### src/rtl/ysyx_25020047_exec_seq.sv
// ---------------------------------------------------------------------------
// ysyx_25020047_exec_seq
//
// Multi-cycle execution sequencer for the NPC core. Each instruction goes
// through FETCH -> DECODE -> EXEC -> (MEM) -> WB. This block owns every
// architectural write strobe. The writeback mux elsewhere builds wdata/dnpc
// combinationally; this block only decides the cycle in which they commit.
//
// Ports:
//   clk, rst      : clock (rising edge) and asynchronous active-high reset
//   ifu_req       : fetch request, high in FETCH
//   ifu_valid     : fetched instruction valid (sampled in FETCH only)
//   inst_wen      : instruction-register latch strobe (FETCH && ifu_valid)
//   inst_type     : one-hot decoded type, stable from DECODE through WB
//   ebreak        : decoded ebreak, sampled in EXEC
//   lsu_req       : memory request, high in MEM
//   lsu_wen       : 1 = store, 0 = load (meaningful while lsu_req = 1)
//   lsu_valid     : memory access complete (sampled in MEM only)
//   rf_wen        : register-file write strobe (WB, unless store/branch)
//   pc_wen        : PC update strobe (WB)
//   halted        : sticky halt after ebreak or trap
//   trap          : sticky trap (illegal type or memory timeout)
//   cycle_cnt     : cycles since reset; frozen while halted
//   instret_cnt   : number of pc_wen pulses since reset
// ---------------------------------------------------------------------------
module ysyx_25020047_exec_seq #(
    parameter logic [63:0] LOAD_MASK   = 64'hE0_0000_0060,
    parameter logic [63:0] STORE_MASK  = 64'h0000_0020_0180,
    parameter logic [63:0] BRANCH_MASK = 64'h0000_0000_F000_C000,
    parameter int          MEM_TIMEOUT = 255
) (
    input  logic        clk,
    input  logic        rst,
    output logic        ifu_req,
    input  logic        ifu_valid,
    output logic        inst_wen,
    input  logic [63:0] inst_type,
    input  logic        ebreak,
    output logic        lsu_req,
    output logic        lsu_wen,
    input  logic        lsu_valid,
    output logic        rf_wen,
    output logic        pc_wen,
    output logic        halted,
    output logic        trap,
    output logic [31:0] cycle_cnt,
    output logic [31:0] instret_cnt
);

    typedef enum logic [2:0] {
        S_FETCH  = 3'd0,
        S_DECODE = 3'd1,
        S_EXEC   = 3'd2,
        S_MEM    = 3'd3,
        S_WB     = 3'd4,
        S_HALT   = 3'd5
    } state_t;

    // The wait counter holds the number of MEM cycles already spent without
    // lsu_valid, so the last permitted cycle is MEM_TIMEOUT-1.
    localparam logic [8:0] WAIT_LAST = 9'(MEM_TIMEOUT - 1);

    state_t     state;
    state_t     state_next;
    logic       trap_set;
    logic [8:0] wait_cnt;
    logic       mem_timeout;
    logic       type_onehot;
    logic       type_mem;
    logic       is_store;
    logic       no_rd;

    assign type_onehot = (inst_type != 64'd0) &&
                         ((inst_type & (inst_type - 64'd1)) == 64'd0);
    assign type_mem    = (inst_type & (LOAD_MASK | STORE_MASK)) != 64'd0;
    assign mem_timeout = (wait_cnt == WAIT_LAST);

    // Next-state logic
    always_comb begin
        state_next = state;
        trap_set   = 1'b0;
        case (state)
            S_FETCH: begin
                if (ifu_valid) state_next = S_DECODE;
            end
            S_DECODE: state_next = S_EXEC;
            S_EXEC: begin
                if (ebreak) begin
                    state_next = S_HALT;
                end else if (!type_onehot) begin
                    state_next = S_HALT;
                    trap_set   = 1'b1;
                end else if (type_mem) begin
                    state_next = S_MEM;
                end else begin
                    state_next = S_WB;
                end
            end
            S_MEM: begin
                // A completion in the timeout cycle still counts.
                if (lsu_valid) begin
                    state_next = S_WB;
                end else if (mem_timeout) begin
                    state_next = S_HALT;
                    trap_set   = 1'b1;
                end
            end
            S_WB:    state_next = S_FETCH;
            S_HALT:  state_next = S_HALT;
            default: state_next = S_FETCH;
        endcase
    end

    // Control state, sticky status and counters
    always_ff @(posedge clk or posedge rst) begin
        if (rst) begin
            state       <= S_FETCH;
            trap        <= 1'b0;
            wait_cnt    <= 9'd0;
            cycle_cnt   <= 32'd0;
            instret_cnt <= 32'd0;
        end else begin
            state <= state_next;
            if (trap_set) trap <= 1'b1;
            // Cleared whenever outside MEM, so every MEM entry starts at zero.
            if (state == S_MEM) wait_cnt <= wait_cnt + 9'd1;
            else                wait_cnt <= 9'd0;
            if (state != S_HALT) cycle_cnt <= cycle_cnt + 32'd1;
            if (state == S_WB)   instret_cnt <= instret_cnt + 32'd1;
        end
    end

    // Type attributes captured in EXEC so the MEM/WB strobes depend on
    // registered values only.
    always_ff @(posedge clk) begin
        if (state == S_EXEC) begin
            is_store <= (inst_type & STORE_MASK) != 64'd0;
            no_rd    <= (inst_type & (STORE_MASK | BRANCH_MASK)) != 64'd0;
        end
    end

    // Moore outputs; inst_wen is the single input-to-output path.
    assign ifu_req  = (state == S_FETCH);
    assign inst_wen = (state == S_FETCH) && ifu_valid;
    assign lsu_req  = (state == S_MEM);
    assign lsu_wen  = (state == S_MEM) && is_store;
    assign pc_wen   = (state == S_WB);
    assign rf_wen   = (state == S_WB) && !no_rd;
    assign halted   = (state == S_HALT);

endmodule

### config.mk
export PLATFORM = sky130hd
export DESIGN_NAME = ysyx_25020047_exec_seq
export DESIGN_NICKNAME = d
export VERILOG_FILES = /design/src/rtl/ysyx_25020047_exec_seq.sv
export SDC_FILE = /design/constraint.sdc
export NUM_CORES = 1
export LEC_CHECK = 0
export CELL_PAD_IN_SITES_DETAIL_PLACEMENT = 0
export CELL_PAD_IN_SITES_GLOBAL_PLACEMENT = 2
export CORE_MARGIN = 3
export CORE_UTILIZATION = 25
export DETAILED_ROUTE_END_ITERATION = 10
export GPL_TIMING_DRIVEN = 0
export PLACE_DENSITY = 0.85
export SLEW_MARGIN = 25
export SYNTH_ARGS = -nofsm -noshare
export SYNTH_HDL_FRONTEND = slang
export SYNTH_SLANG_ARGS = --single-unit
### constraint.sdc
create_clock -name clk -period 2.37 [get_ports clk]
set_clock_uncertainty 0.15 [all_clocks]
set_input_delay 0.474 -clock clk [delete_from_list [all_inputs] [get_ports clk]]
set_output_delay 0.474 -clock clk [all_outputs]
set_load 0.02 [all_outputs]
==> results.cfg, run 1 <==
[power_and_ir_drop]
ir_worst_vdd_v = 0.000337
internal-power_w = 0.00226
combPwrFrac_pct = 10.6
total_power_w = 0.00296
p_seq_share_pct = 45.7
p_sw_share_pct = 23.6
power.share.clock_pct = 43.6
powerDensity_nw_per_um2 = 413
leakage_nw = 2.88
switching_power_w = 0.000699

[yosys]
synth_warnings = 0
synth_cell_type_count = 54
yosysSeqAreaShare_pct = 43.4
postSynthAreaPerCell_um2 = 9.61
ys.flop_type = dfrtp_1
synth_edf_count = 2
syn-num-nets = 550
syn_area_um2 = 4580
synth.ff_latch_count = 79
synth_cells = 477
ys_async_sr_fraction_pct = 97.5

[placed_design]
place_congestion = 0.811
dp_slack_ps = -1820
placed_cells = 844
io_buffer_count = 140
place_hpwl_um = 11200

[drt]
wl_um = 14600
dr.pass1.iters = 4
wl_per_cell_um = 16.3
vias = 4572
vias_per_cell = 5.12
drt_iter0_drc = 151
ant_nets = 0
drc = 0

[critical_path]
cp.required_ps = 2440
worst_r2r_path_depth = 8
cpPeakStageDelay_ps = 520
worst-path-stages = 9
crit_family = compound AO/OA/AOI/OAI gates
cp-start-kind = input pin
path_common_cell = nand4_1
crit_path_top_delay_cell = clkdlybuf4s50_1
path_max_fanout = 5
path_class = in2reg
path_buf_inv = 1
end_kind = flop
cp_cell_sequence = clkdlybuf4s50_1, o21ai_1, o2111ai_2, a2111oi_4, nand4_1, or4b_4, nor4_4, nand4_1, a21o_1
crit_arrival_ps = 3260
r2r_setup_slack_ps = -80

[hold_path]
hold_path_depth = 1
hold_path_class = reg2reg

[sta]
worstMarginPinSlew_ps = 758
slew_violations = 0
grt_setup_unrepaired = yes
max_freq_mhz = 313
setup_violations = 14
hold_viol = 0
setup_slack_ps = -823
finalSetupTns_ps = -4770
max-slew-margin-rel_pct = 48.8
fin_crit_ps = 3190
finalCritPeriodShare_pct = 135

[clock_tree]
cts_max_path_buffers = 2
cts_root_buf = clkbuf_16
path_clk_slew_ps = 60
clk_latency_ps = 330
cts.sinks = 79
cts_tree = yes
cts_buffers = 9
cts_htree_levels = 3
postCtsHoldBufs = 0

[global_route]
grt_max_degree = 32
antenna_found_initial = 0
grt_overflow = 0
grt_pass1_vias = 4617
track_usage_pct = 14.3
grt_pass1_wl_um = 23400

[run]
max_cap_violations = 0

[die]
dieArea_um2 = 20000
core_um2 = 17600
die_h_um = 141
rows = 48
die_w_um = 141
start_util_pct = 26.0
pin_count = 141

[layout]
drive_gt1_share_pct = 19.0
syn2layout_area_growth_pct = 56.7
instances_no_fill = 893
nNetsFinal = 736
antenna_cells = 0

[outcome]
failed_checks = negative setup slack
status = finished, violations left
[power by group through the flow]
stage / combinational, W / sequential [W] / clock [W]
2_1_floorplan: 0.0000828 / 0.00138 / 0
3_3_place_gp: 0.000275 / 0.00138 / 0
3_5_place_dp: 0.000285 / 0.00138 / 0
4_1_cts: 0.000308 / 0.00135 / 0.00133
5_1_grt: 0.000342 / 0.00135 / 0.00139
6_report: 0.000315 / 0.00135 / 0.00129
[per-layer routing]
layer / vias up / routed length (um) / track usage [%]
li1: 2156 / - / -
met1: 2214 / 6410 / 18.5
met2: 177 / 6800 / 23.7
met3: 25 / 1020 / 2.97
met4: 0 / 340 / 5.45
met5: - / 0 / 0
[cells by family (layout without fill, tap and decap cells)]
logic type | after synthesis | after routing | share of synthesized area [%]
flops | 79 | 79 | 43.4
xor+xnor | 66 | 66 | 12.6
fa+ha+maj | 6 | 6 | 1.53
compound gates | 73 | 73 | 11.7
buf+inv | 19 | 210 | 1.58
simple gates | 231 | 231 | 28.5
mux | 3 | 3 | 0.710
[path summary, 6_finish.rpt]
check	from	end
setup / recovery	inst_type[50]	state[2]
hold / removal	cycle_cnt[31]	cycle_cnt[31]
setup reg to reg	state[2]	cycle_cnt[26]
hold reg to reg	cycle_cnt[31]	cycle_cnt[31]
max in group asynchronous	rst	instret_cnt[1]
min in group asynchronous	rst	instret_cnt[31]
[metrics by stage]
step	hold WS, ps	utilization (%)	cell area [um^2]
2_1_floorplan	317	-	4590
3_3_place_gp	307	35.7	6270
3_5_place_dp	313	35.9	6310
4_1_cts	324	39.5	6950
5_1_grt	344	40.8	7180
6_report	318	40.8	7180
[synthesized netlist by cell type, types with 6 or more instances]
library cell | count | area, um^2
a21oi_1 | 7 | 35.0
and3_1 | 9 | 56.3
dfrtp_1 | 77 | 1930
inv_1 | 14 | 52.6
nand2_1 | 37 | 139
nand3_1 | 24 | 120
nand3b_1 | 6 | 45.0
nand4_1 | 30 | 188
nor2_1 | 44 | 165
nor3_1 | 16 | 80.1
nor4_1 | 14 | 87.6
o21ai_0 | 22 | 110
o31ai_1 | 10 | 75.1
o41ai_1 | 9 | 78.8
or3_1 | 18 | 113
or4_1 | 6 | 45.0
xnor2_1 | 47 | 412
xor2_1 | 19 | 166
[registers in the layout, indices dropped and copies added (netlist names)]
register     count
cycle_cnt       32
no_rd            1
state            3
instret_cnt     32
wait_cnt         9
trap             1
is_store         1
[layout make-up]
| type | count | area, um^2 |
|---|---|---|
| buffer | 5 | 33.8 |
| tap | 225 | 282 |
| clock inverter | 3 | 16.3 |
| inverter | 14 | 56.3 |
| sequential | 79 | 1990 |
| multi-input combinational | 379 | 2880 |
| fill | 1724 | 10400 |
| clock buffer | 13 | 260 |
| timing repair buffer | 175 | 1660 |
[cell usage in the layout (no fill, tap or decap), types with 4 or more instances in the layout]
cell / count
o21ai_0: 21
nor2_2: 6
dlygate4sd2_1: 18
o31ai_1: 7
nand2_1: 36
nand2b_1: 4
clkdlybuf4s50_1: 100
inv_1: 13
or4_4: 4
xor2_1: 19
nand3_1: 22
o41ai_1: 6
and3_1: 8
xnor2_1: 47
nor4_4: 11
buf_4: 35
buf_2: 4
nand4_1: 30
ha_1: 4
clkbuf_16: 9
nand3b_1: 6
or3_1: 16
nor4_1: 6
clkbuf_2: 4
nor3_4: 4
nor3_1: 10
a21oi_1: 7
nor2_1: 35
dfrtp_1: 74
dlymetal6s2s_1: 9
[what timing repair did]
action | CTS | global route
gates resized for setup | 110 | 41
pin swaps | 41 | 24
setup endpoints to repair | 41 | 34
setup buffers | 16 | 17
[worst reg2reg max path: stages, from the launching register on]
cell and delay (ps):
dfrtp_1 460, nand3b_1 300, nand2_1 150, or3_4 420, nor2_2 140, nand4_1 220, nor2_4 220, nand4_1 130
xnor2_1 140
Power figures use the tool's default switching activity.
==> run 2: changes to the inputs <==
- ABC_AREA: not set -> 1
- CORE_UTILIZATION: 25 -> 24
- PLACE_DENSITY: 0.85 -> 0.86
==> results.cfg, run 2 <==
[power_and_ir_drop]
total_power_w = 0.00468
ir_worst_vdd_v = 0.000267
powerDensity_nw_per_um2 = 547
leakage_nw = 3.88

[sta]
setup_slack_ps = 58.1
fin_crit_ps = 2310
grt_setup_unrepaired = yes
slew_violations = 0
finalCritPeriodShare_pct = 97.5
max_freq_mhz = 433
finalSetupTns_ps = 0
worstMarginPinSlew_ps = 735
setup_violations = 0
max-slew-margin-rel_pct = 50.6
hold_viol = 0

[yosys]
syn_area_um2 = 5480
synth_top_family_by_area = simple AND/OR/NAND/NOR gates
syn-num-nets = 885
yosys-mux-area-fraction_pct = 0
synth_cell_type_count = 39
ys.flop_type = dfrtp_1
ys_async_sr_fraction_pct = 97.5
synth_common_cells = 244 x nand2_1, 182 x nor2_1, 81 x inv_1
synth_top_area_share_pct = 35.1
synth_cells = 812
synthXorXnorAreaFrac_pct = 9.74
yosysSeqAreaShare_pct = 36.2
yosys.area_share.simple_pct = 43.4
synth_warnings = 0
synth_most_common_cell = nand2_1
synth_compound_area_share_pct = 3.56
synth_fa_ha_area_share_pct = 0.913
synth.ff_latch_count = 79
synth_edf_count = 2
postSynthAreaPerCell_um2 = 6.75
yosysTopAreaCell = dfrtp_1
synth.area.top_cells = dfrtp_1 35%, nand2_1 17%, nor2_1 12%, xor2_1 7.2%, inv_1 5.5%

[global_route]
track_usage_pct = 14.5
grt_overflow = 0
grt_pass1_vias = 5746
antenna_found_initial = 0
grt_pass1_wl_um = 28800
grt_max_degree = 29

[die]
rows = 54
pin_count = 141
start_util_pct = 24.7
dieArea_um2 = 24700
die_w_um = 157
core_um2 = 22200
die_h_um = 157

[drt]
vias = 5800
wl_um = 18100
dr.pass1.iters = 4
drc = 0
vias_per_cell = 4.45
wl_per_cell_um = 13.9
ant_nets = 0
drt_iter0_drc = 263

[critical_path]
cp-start-kind = flop
worst-path-stages = 10
path_common_cell = nor2_4
path_max_fanout = 4
cp.required_ps = 2480
path_buf_inv = 1
end_kind = flop
crit_arrival_ps = 2420
crit_path_top_delay_cell = dfrtp_1
crit_path_start = instret_cnt[1]
reg2reg_from = instret_cnt[1]
crit_family = simple AND/OR/NAND/NOR gates
path_class = reg2reg
cp_cell_sequence = ha_1, inv_1, nor2_4, nand3_4, nor4_4, nand4_2, nor2_4, nand2_2, nor3_4, xor2_1
cpPeakStageDelay_ps = 400
worst_r2r_path_depth = 10

[clock_tree]
path_clk_slew_ps = 60
cts_htree_levels = 3
cts_buffers = 9
cts.sinks = 79
cts_root_buf = clkbuf_16
cts_tree = yes
cts_max_path_buffers = 2
clk_latency_ps = 340

[hold_path]
hold_path_depth = 1
hold_path_class = reg2reg
min-delay-start = cycle_cnt[31]

[layout]
drive_gt1_share_pct = 29.9
top_regs = cycle_cnt: 32 flops, instret_cnt: 32 flops, wait_cnt: 9 flops
nNetsFinal = 1092
post-route-util_pct = 38.6
syn2layout_area_growth_pct = 56.1
multi_input_area_um2 = 3850
antenna_cells = 0
layout_common_cells = 197 x nand2_1, 85 x nor2_1, 79 x inv_1
final_common_cell = nand2_1
instances_no_fill = 1304
nFillCells = 2338
seqCellArea_um2 = 1990

[placed_design]
place_congestion = 0.858
place_hpwl_um = 14700
dp_slack_ps = -920
placed_cells = 1234
io_buffer_count = 140

[run]
max_cap_violations = 0

[outcome]
status = finished, final reports clean
[run 2: cell count changes after synthesis, sizes merged, moves of 18 or more]
| cell | delta |
|---|---|
| inv | +73 |
| xnor2 | -31 |
| or3 | -18 |
| nand2 | +214 |
| nor2 | +155 |
| xor2 | +26 |
[run 2: path summary, 6_finish.rpt]
kind | slack, ps | endpoint
worst max-delay path | 60 | instret_cnt[30]
worst min register to register | 320 | cycle_cnt[31]
min in group asynchronous | 410 | cycle_cnt[25]
worst max register to register | 60 | instret_cnt[30]
max in group asynchronous | 1120 | cycle_cnt[3]
worst min-delay path | 320 | cycle_cnt[31]
[run 2: layout make-up]
| class | instances | share of cell area, % |
|---|---|---|
| clock buffer | 11 | 2.72 |
| sequential | 79 | 23.3 |
| multi-input combinational | 644 | 45.0 |
| timing repair buffer | 196 | 20.0 |
| tap | 280 | 4.09 |
| inverter | 89 | 4.01 |
| clock inverter | 5 | 0.950 |
[run 2: stage by stage]
stage | hold WS, ps | instance area, um^2
after global routing | 355 | 8560
after CTS | 326 | 7890
final | 317 | 8560
after detailed placement | 316 | 7280
after floorplan | 304 | 5490
after global placement | 307 | 7240
[run 2: repair_timing]
action / CTS / global route
buffers inserted: 11 / 43
endpoints found under the setup margin: 13 / 19
hold buffers: 0 / 0
pin swaps: 46 / 102
resized for setup: 148 / 193
[run 2: cells by family after synthesis]
logic type	Yosys count
AND/OR/NAND/NOR	542
adder cells (fa/ha/maj)	4
AO/OA/AOI/OAI	37
XOR/XNOR	61
flip-flops	79
buffers and inverters	89
[run 2: power by group]
group	switching, W	total (W)	internal, W
Clock	0.000559	0.00148	0.000925
Combinational	0.000865	0.00156	0.000694
Sequential	0.000135	0.00164	0.00150
[run 2: layer usage]
| layer | GRT usage, % | wire length, um |
|---|---|---|
| met5 | 0 | 0 |
| met4 | 4.46 | 378 |
| met3 | 1.79 | 739 |
| met2 | 24.7 | 8600 |
| met1 | 19.1 | 8360 |
